`config.mk`:
```
export PLATFORM = sky130hd
export DESIGN_NAME = branch_cond_arbiter
export DESIGN_NICKNAME = d
export VERILOG_FILES = /design/src/rtl/mips_pkg.sv /design/src/rtl/rr_arbiter.sv /design/src/rtl/zero_check.sv /design/src/rtl/branch_cond_arbiter.sv
export SDC_FILE = /design/constraint.sdc
export NUM_CORES = 1
export LEC_CHECK = 0
export CORE_AREA = 2 2 111 113
export CTS_BUF_LIST = sky130_fd_sc_hd__clkbuf_16
export CTS_CLUSTER_DIAMETER = 100
export CTS_CLUSTER_SIZE = 30
export DETAILED_ROUTE_END_ITERATION = 10
export DIE_AREA = 0 0 113 115
export GPL_ROUTABILITY_DRIVEN = 0
export HOLD_SLACK_MARGIN = 0.02
export MAX_ROUTING_LAYER = met4
export PLACE_DENSITY = 0.7
export RECOVER_POWER = 50
export SLEW_MARGIN = 30
export SYNTH_ARGS = -nofsm -noshare
export SYNTH_HDL_FRONTEND = slang
export SYNTH_HIERARCHICAL = 1
export SYNTH_SLANG_ARGS = --single-unit
```
`constraint.sdc`:
```
create_clock -name clk -period 8.5 [get_ports clk]
set_input_delay 2.55 -clock clk [delete_from_list [all_inputs] [get_ports clk]]
set_output_delay 2.55 -clock clk [all_outputs]
set_load 0.005 [all_outputs]
```
`src/rtl/mips_pkg.sv`:
```
// Shared MIPS-core definitions used by the branch-condition evaluator.
package mips_pkg;

    // Width of the branch condition opcode carried by each requester.
    localparam int BR_OP_W = 2;

    // Branch condition selected by the decode stage.
    typedef enum logic [BR_OP_W-1:0] {
        BR_EQ  = 2'b00,
        BR_NE  = 2'b01,
        BR_LEZ = 2'b10,
        BR_GTZ = 2'b11
    } br_op_t;

endpackage

```
`src/rtl/rr_arbiter.sv`:
```
// Round-robin arbiter: one-hot grant starting the scan at ptr, ptr advances past the winner.
module rr_arbiter #(
    parameter  int NREQ = 4,
    localparam int IW   = (NREQ > 1) ? $clog2(NREQ) : 1
) (
    input  logic            clk,
    input  logic            rst_n,
    input  logic            hold,
    input  logic [NREQ-1:0] req,
    output logic [NREQ-1:0] grant,
    output logic [IW-1:0]   grant_idx,
    output logic            grant_vld
);

    localparam logic [IW:0]   NREQ_W = (IW+1)'(NREQ);
    localparam logic [IW-1:0] LAST   = IW'(NREQ - 1);

    logic [IW-1:0] ptr;
    logic [IW-1:0] ptr_nxt;

    // (base + off) mod NREQ; both terms are below NREQ so one subtraction suffices.
    function automatic logic [IW-1:0] wrap_add(input logic [IW-1:0] base, input int off);
        logic [IW:0] sum;
        sum = {1'b0, base} + (IW+1)'(off);
        if (sum >= NREQ_W) begin
            sum = sum - NREQ_W;
        end
        return sum[IW-1:0];
    endfunction

    // Scan lanes from ptr upwards; the first valid lane wins unless hold is set.
    always_comb begin
        grant     = '0;
        grant_idx = '0;
        grant_vld = 1'b0;
        if (!hold) begin
            for (int off = 0; off < NREQ; off++) begin
                if (!grant_vld && req[wrap_add(ptr, off)]) begin
                    grant_vld                  = 1'b1;
                    grant_idx                  = wrap_add(ptr, off);
                    grant[wrap_add(ptr, off)]  = 1'b1;
                end
            end
        end
    end

    // Next pointer sits just past the winner, wrapping from the last lane to lane 0.
    always_comb begin
        ptr_nxt = ptr;
        if (grant_vld) begin
            ptr_nxt = (grant_idx == LAST) ? '0 : grant_idx + IW'(1);
        end
    end

    // Pointer register; frozen whenever nothing is granted.
    always_ff @(posedge clk or negedge rst_n) begin
        if (!rst_n) begin
            ptr <= '0;
        end else begin
            ptr <= ptr_nxt;
        end
    end

endmodule

```
`src/rtl/zero_check.sv`:
```
// Reports whether an N-bit word is all zeros.
module zero_check #(
    parameter int N = 32
) (
    input  logic [N-1:0] data,
    output logic         zero
);

    assign zero = ~|data;

endmodule

```
`src/rtl/branch_cond_arbiter.sv`:
```
// Shared branch-condition evaluator for NREQ core pipelines: round-robin grant,
// combinational condition evaluation on the granted lane, registered one-cycle response.
module branch_cond_arbiter
    import mips_pkg::*;
#(
    parameter  int N    = 32,
    parameter  int NREQ = 4,
    localparam int IW   = (NREQ > 1) ? $clog2(NREQ) : 1
) (
    input  logic                            clk,
    input  logic                            rst_n,
    input  logic                            hold,
    input  logic [NREQ-1:0]                 req_valid,
    output logic [NREQ-1:0]                 req_ready,
    input  logic [NREQ-1:0][N-1:0]          req_a,
    input  logic [NREQ-1:0][N-1:0]          req_b,
    input  logic [NREQ-1:0][BR_OP_W-1:0]    req_op,
    output logic [NREQ-1:0]                 resp_valid,
    output logic [IW-1:0]                   resp_id,
    output logic                            resp_taken
);

    logic [NREQ-1:0] grant_p0;
    logic [IW-1:0]   grant_idx_p0;
    logic            vld_p0;

    logic signed [N-1:0] a_p0;
    logic signed [N-1:0] b_p0;
    br_op_t              op_p0;
    logic [N-1:0]        ab_xor_p0;
    logic                zero_ab_p0;
    logic                zero_a_p0;
    logic                taken_p0;

    logic [NREQ-1:0] resp_vld_p1;
    logic [IW-1:0]   resp_id_p1;
    logic            resp_taken_p1;

    // Condition result from the two zero detectors and the sign bit of A.
    function automatic logic br_eval(input br_op_t op, input logic zero_ab,
                                     input logic zero_a, input logic a_neg);
        logic res;
        case (op)
            BR_EQ:   res = zero_ab;
            BR_NE:   res = !zero_ab;
            BR_LEZ:  res = zero_a | a_neg;
            BR_GTZ:  res = !zero_a & !a_neg;
            default: res = 1'b0;
        endcase
        return res;
    endfunction

    // ---- stage p0: arbitration, operand select, condition evaluation ----
    rr_arbiter #(
        .NREQ (NREQ)
    ) u_arb (
        .clk       (clk),
        .rst_n     (rst_n),
        .hold      (hold),
        .req       (req_valid),
        .grant     (grant_p0),
        .grant_idx (grant_idx_p0),
        .grant_vld (vld_p0)
    );

    assign req_ready = grant_p0;

    // Route the granted lane's operands and opcode to the shared evaluator.
    always_comb begin
        a_p0  = req_a[grant_idx_p0];
        b_p0  = req_b[grant_idx_p0];
        op_p0 = br_op_t'(req_op[grant_idx_p0]);
    end

    assign ab_xor_p0 = a_p0 ^ b_p0;

    zero_check #(
        .N (N)
    ) u_zero_ab (
        .data (ab_xor_p0),
        .zero (zero_ab_p0)
    );

    zero_check #(
        .N (N)
    ) u_zero_a (
        .data (a_p0),
        .zero (zero_a_p0)
    );

    assign taken_p0 = br_eval(op_p0, zero_ab_p0, zero_a_p0, a_p0[N-1]);

    // ---- stage p1: registered response ----
    // Response register: valid pulses for one cycle; id/taken hold when nothing was granted.
    always_ff @(posedge clk or negedge rst_n) begin
        if (!rst_n) begin
            resp_vld_p1   <= '0;
            resp_id_p1    <= '0;
            resp_taken_p1 <= 1'b0;
        end else begin
            resp_vld_p1 <= grant_p0;
            if (vld_p0) begin
                resp_id_p1    <= grant_idx_p0;
                resp_taken_p1 <= taken_p0;
            end
        end
    end

    assign resp_valid = resp_vld_p1;
    assign resp_id    = resp_id_p1;
    assign resp_taken = resp_taken_p1;

endmodule

```
After elaboration in Yosys (flattened, before gate mapping):

Cells that the tools add are included.

* bits in registers: 9
* bits in latches: 0
* memory bits (writable): 0
* ROM bits: 0
* bits of input ports: 271
* output and inout port bits: 11
* word-level logic and storage cells: 116
* memories: 0

* $add $sub $neg: 8
* multiply operators: 0
* div/mod/pow operators: 0
* $lt $le $gt $ge: 17
* equality and inequality tests: 4
* shift-type cells: 0
* mux-type cells: 61
* bitwise logic cells: 6
* reduce and logical (&&, ||, !) cells: 16

Operators with widths (count)
* $bmux 32 s2: 2
* $mux 32: 2
* $reduce_or 32->1: 2
* $mux 2: 23
* $mux 4: 8
* $xor 32x32->32: 1
* $lt 2x3->1 const B: 9
* $mux 1: 16
* $or 4x4->4: 3
* $ge 3x3->1 const B: 3
* $bmux 1 s2: 4
* $demux 1 s2: 4
* $ge 2x1->1 const B: 4
* $sub 2x1->2 const B: 4
* $logic_and 1x1->1: 7
* $add 2x2->3 const B: 2
* $eq 2x2->1 const B: 3
* $logic_not 1->1: 6
* $bmux 2 s2: 1
* $pmux 1 s4: 1
* $add 2x1->3 const B: 1
* $ge 2x3->1 const B: 1
* $add 2x1->2 const B: 1
* $eq 2x1->1 const B: 1
* other kinds (3): 3

Logic depth before layout (Yosys ltp):

* depth in word-level cells: 26
* gate-level depth with buffers: 21
* gate-level depth less buffers: 15

By module:

Netlist, hierarchy kept.

By module, submodules not included
* branch_cond_arbiter: instances 1, cells an instance 129, area an instance 2222.1 µm², seq. area each 175.2 µm²
* rr_arbiter: instances 1, cells an instance 82, area an instance 690.7 µm², seq. area each 50.0 µm²
* zero_check: instances 2, cells an instance 11, area an instance 72.6 µm², seq. area each 0.0 µm²

Worst setup path before layout:

No wires, ideal clock.

* kind: input-to-output
* from: input req_valid[1]
* to: output req_ready[0]
* data arrival time: 3.802 ns
* data required time: 5.950 ns
* slack: 2.148 ns
* cell stages on the path: 6
* buffers on the path: 1
* cells stage by stage: buf_2 mux4_2 nand2b_4 o211ai_1 o21ai_0 a21oi_1

* longest elaborated chain between the ends: 16
* elaborated cells on any way between the ends: 31
* classes of those cells: 22 x mux; 3 x bitwise; 6 x reduce/logical

Ends and longest elaborated chain
* start: declaration: line branch_cond_arbiter.sv:13 `input logic [NREQ-1:0] req_valid,`
* $bmux 1 s2: line rr_arbiter.sv:38 `if (!grant_vld && req[wrap_add(ptr, off)]) begin`
* $mux 1 (implied by the code): line rr_arbiter.sv:38
* $mux 1: line rr_arbiter.sv:38
* $mux 1: line rr_arbiter.sv:36 `if (!hold) begin`
* $logic_not 1->1: line rr_arbiter.sv:38
* $logic_and 1x1->1: line rr_arbiter.sv:38
* $mux 1: line rr_arbiter.sv:38
* $mux 1: line rr_arbiter.sv:36
* $logic_not 1->1: line rr_arbiter.sv:38
* $logic_and 1x1->1: line rr_arbiter.sv:38
* $mux 1: line rr_arbiter.sv:38
* $mux 1: line rr_arbiter.sv:36
* $logic_not 1->1: line rr_arbiter.sv:38
* $logic_and 1x1->1: line rr_arbiter.sv:38
* $mux 4 (*): line rr_arbiter.sv:38
* $mux 4 (*): line rr_arbiter.sv:36
* end: declaration: line branch_cond_arbiter.sv:14 `output logic [NREQ-1:0] req_ready,`

Mark *: on every way between the ends. The rest lies on a longest branch, timed or not. The select of a mux whose other input is x is not followed.

Worst setup path after layout:

* from: input req_valid[0]
* to: output req_ready[3]

The elaborated chain is that of the path after synthesis.

==> metrics.md <==
| Metric | Value |
|---|---|
| Setup_tns | `0 ns` |
| Worst hold start | `resp_id[1]$_DFFE_PN0P_` |
| Initial Util | `25.89%` |
| Ant. Diodes | `0` |
| Mux contribution to synthesized area | `54.66%` |
| Synth-to-Final Area Change | `95.70%` |
| Lkg Pwr | `2.113 nW` |
| Die Span Y | `roughly 120 um` |
| Setup Fix Bufs, Post-CTS | `0` |
| Finished Cell Area | `~6000 sq um` |
| # IOs | `282` |
| Worst Setup Start Kind | `input pin` |
| Most frequent cells in the layout | `clkdlybuf4s50_1, mux4_2, xor2_1` |
| Largest net degree at the start of global routing | `45` |
| Critical Path Slowest Stage Cell | `clkdlybuf4s50_1` |
| Worst skew pair latency | `between 0.2 and 0.25 ns` |
| # nets final | `around 780` |
| Max Clk Rate | `132.0 MHz` |
| CP Max Fanout | `12` |
| Placed cell area | `about 6000 sq um` |
| Drt total wl | `14,000 um` |
| Placeable Area | `11,810 sq um` |
| Failing checks | `DRC` |
| Syn Area/Cell | `13.12 sq um` |
| Final period utilization | `between 80% and 90%` |
| Root buf cell | `clkbuf_16` |
| Initial antenna violation count | `0` |
| Number of buffers added on ports | `281` |
| Via density | `approximately 5.3` |
| Slew Viols, Final | `0` |
| Yosys top cell by area | `mux4_2` |
| Avg WL per Cell | `21.64 um` |
| RSZ-0062 raised after global routing | `false` |
| Kind of critical path | `input pin to primary output` |
| Unique cell type count in the Yosys netlist | `43` |
| Hold-fix buffers, CTS | `0` |
| Syn_nets | `511` |
| TritonCTS clock tree | `yes` |
| DRT iter0 DRCs | `179` |
| Worst r2r path cells | `14` |
| Die X | `113 um` |
| Overall Global Routing Usage | `20.57%` |
| Clock Skews | `~0.003 ns` |
| Worst vdd ir | `0.0002865 V` |
| H-Tree Depth | `1` |
| DRT antenna net count | `0` |
| Synth Area in Compound Gates | `7.610%` |
| CTS Sinks | `9` |
| Hold EP | `resp_id[1]$_DFFE_PN0P_` |
| Die area | `13,000 sq um` |
| Post-synthesis cell count | `between 200 and 250` |
| CP most frequent cell | `clkdlybuf4s50_1` |
| Cts repair resizes | `0` |
| Final Hold Fails | `0` |
| Critical path arrival | `5.02 ns` |
| Global-route wire length before repair | `approximately 20,000 um` |
| Crit path capture type | `primary output` |
| Relative slew margins | `41.69%` |
| R2r setup slk | `3.07 ns` |
| Worst path cell trace | `clkdlybuf4s50_1 -> mux4_2 -> nand2b_4 -> o211ai_1 -> o21ai_1 -> a21oi_1 -> clkdlybuf4s50_1` |
| Status | `finished with violations` |
| Final setup vio count | `0` |
| DP Cell Count | `643` |
| Synth Area in Adders | `between 2 and 3%` |
| Main combinational cell family by area after synthesis | `multiplexers` |
| HPWL after DPL | `11,980 um` |
| Worst Max-Slew Pin Slew | `around 0.87 ns` |
| Total CTS buffers | `3` |
| Synthesized flop and latch total | `9` |
| Reg-to-Reg End | `resp_taken$_DFFE_PN0P_` |
| Synth async-reset ratio | `100.0%` |
| Row cnt | `40` |
| FF-to-FF Start | `u_arb/ptr[0]$_DFFE_PN0P_` |
| Share of layout cells above drive strength 1 | `15.40%` |
| Critical Path RT | `5.95 ns` |
| Register area share after synthesis | `approximately 7.4%` |
| Simple-gate share of the synthesized area | `10.39%` |
| Synth Area in XOR/XNOR | `a little under a tenth` |
| Final Non-Filler Cells | `647` |
| Global route overflow | `0` |
| DR pass1 iterations | `8` |
| Number of synthesized flops with an enable pin | `0` |
| Critical path's largest stage delay | `about 0.60 ns` |
| Max_cap viols | `0` |
| Commonest non-fill, non-tap cell in the layout | `clkdlybuf4s50_1` |
| Post-layout min period | `7.574 ns` |
| Worst Hold Depth | `1` |
| PwrDens | `roughly 210 nW/um^2` |
| CTS max path bufs | `2` |
| Via count | `3,413` |
| Synth Flop Type | `dfrtp_1` |
| DR DRC count | `20` |
| Synth top area share | `40.51%` |
| Yosys Warn Count | `6` |
| Synth top area cells | `mux4_2, mux4_1, xor2_1` |
| Type of the most critical hold path | `register to register` |
| Clock slew at reported path FFs | `~0.04 ns` |
| Synthesized area | `3058 sq um` |
| Vias in the first global route | `3,653` |
-- how the worst max path moves through the flow --
stage	startpoint	to	cells past startpoint
final	req_valid[0]	req_ready[3]	7
after floorplan	req_valid[1]	req_ready[0]	6
after global routing	req_valid[0]	req_ready[0]	7
after global placement	req_valid[0]	req_ready[0]	7
after detailed placement	req_valid[0]	req_ready[0]	7
after CTS	req_valid[0]	req_ready[0]	7
-- cells in the mapped netlist, drive strengths merged, types with 4 or more instances --
library cell  instances
buf                  20
mux4                 69
nand2                 5
o211ai                6
inv                   8
nor4                 17
nand4                 6
dfrtp                 9
ha                    7
a21oi                 7
o21ai                10
nor2                  7
xor2                 32
mux2                  4
-- state kept, by name, indices dropped and copies added, names as in the netlist --
register / cells
resp_taken: 1
u_arb/ptr: 2
resp_valid: 4
resp_id: 2
-- critical path: cells and delay by family --
family	cells	cell delay, ns
compound gates	3	0.52
buf+inv	2	1.14
mux	1	0.60
simple gates	1	0.21
-- per-stage QoR --
step                utilization [%]  total power, mW  hold slack, ns  setup WS, ns
floorplan                         -           0.9012          0.4836         2.148
global placement              50.00            1.152          0.4775         1.066
detailed placement            50.00            1.163          0.4870        0.9822
CTS                           50.67            1.255          0.5035        0.9643
global route                  50.67            1.331          0.5209        0.8171
finish                        50.67            1.242          0.5047        0.9256
-- logic make-up after synthesis --
kind of cell	after synthesis
AOI/OAI and AO/OA	31
xor gates and xnor gates	33
adders and majority gates	7
buffers and inverters	30
DFF	9
muxes	75
and+or+nand+nor	48
-- where the power goes --
| part | total [mW] | switching, mW | internal, mW |
|---|---|---|---|
| logic | 1.06 | 0.466 | 0.595 |
| clock network | 0.0839 | 0.0222 | 0.0616 |
| registers | 0.0975 | 0.0337 | 0.0638 |
-- per-layer routing --
metal,GRT usage [%],routed length [um],up-vias
li1,-,-,1545
met1,22.57,4978,1666
met2,38.60,7515,178
met3,4.533,1249,24
met4,3.659,257,0
met5,-,0,-
-- cell type report --
cell class / instances / area (sq um)
repair buffers: 285 / 2843
well taps: 147 / 183.9
clock buffers: 3 / 75.07
inverters: 8 / 30.03
fillers: 1080 / 5827
multi-input cells: 194 / 2624
clock inverters: 1 / 3.754
flip-flops and latches: 9 / 225.2
No activity file was read; power rests on OpenSTA's default activity.
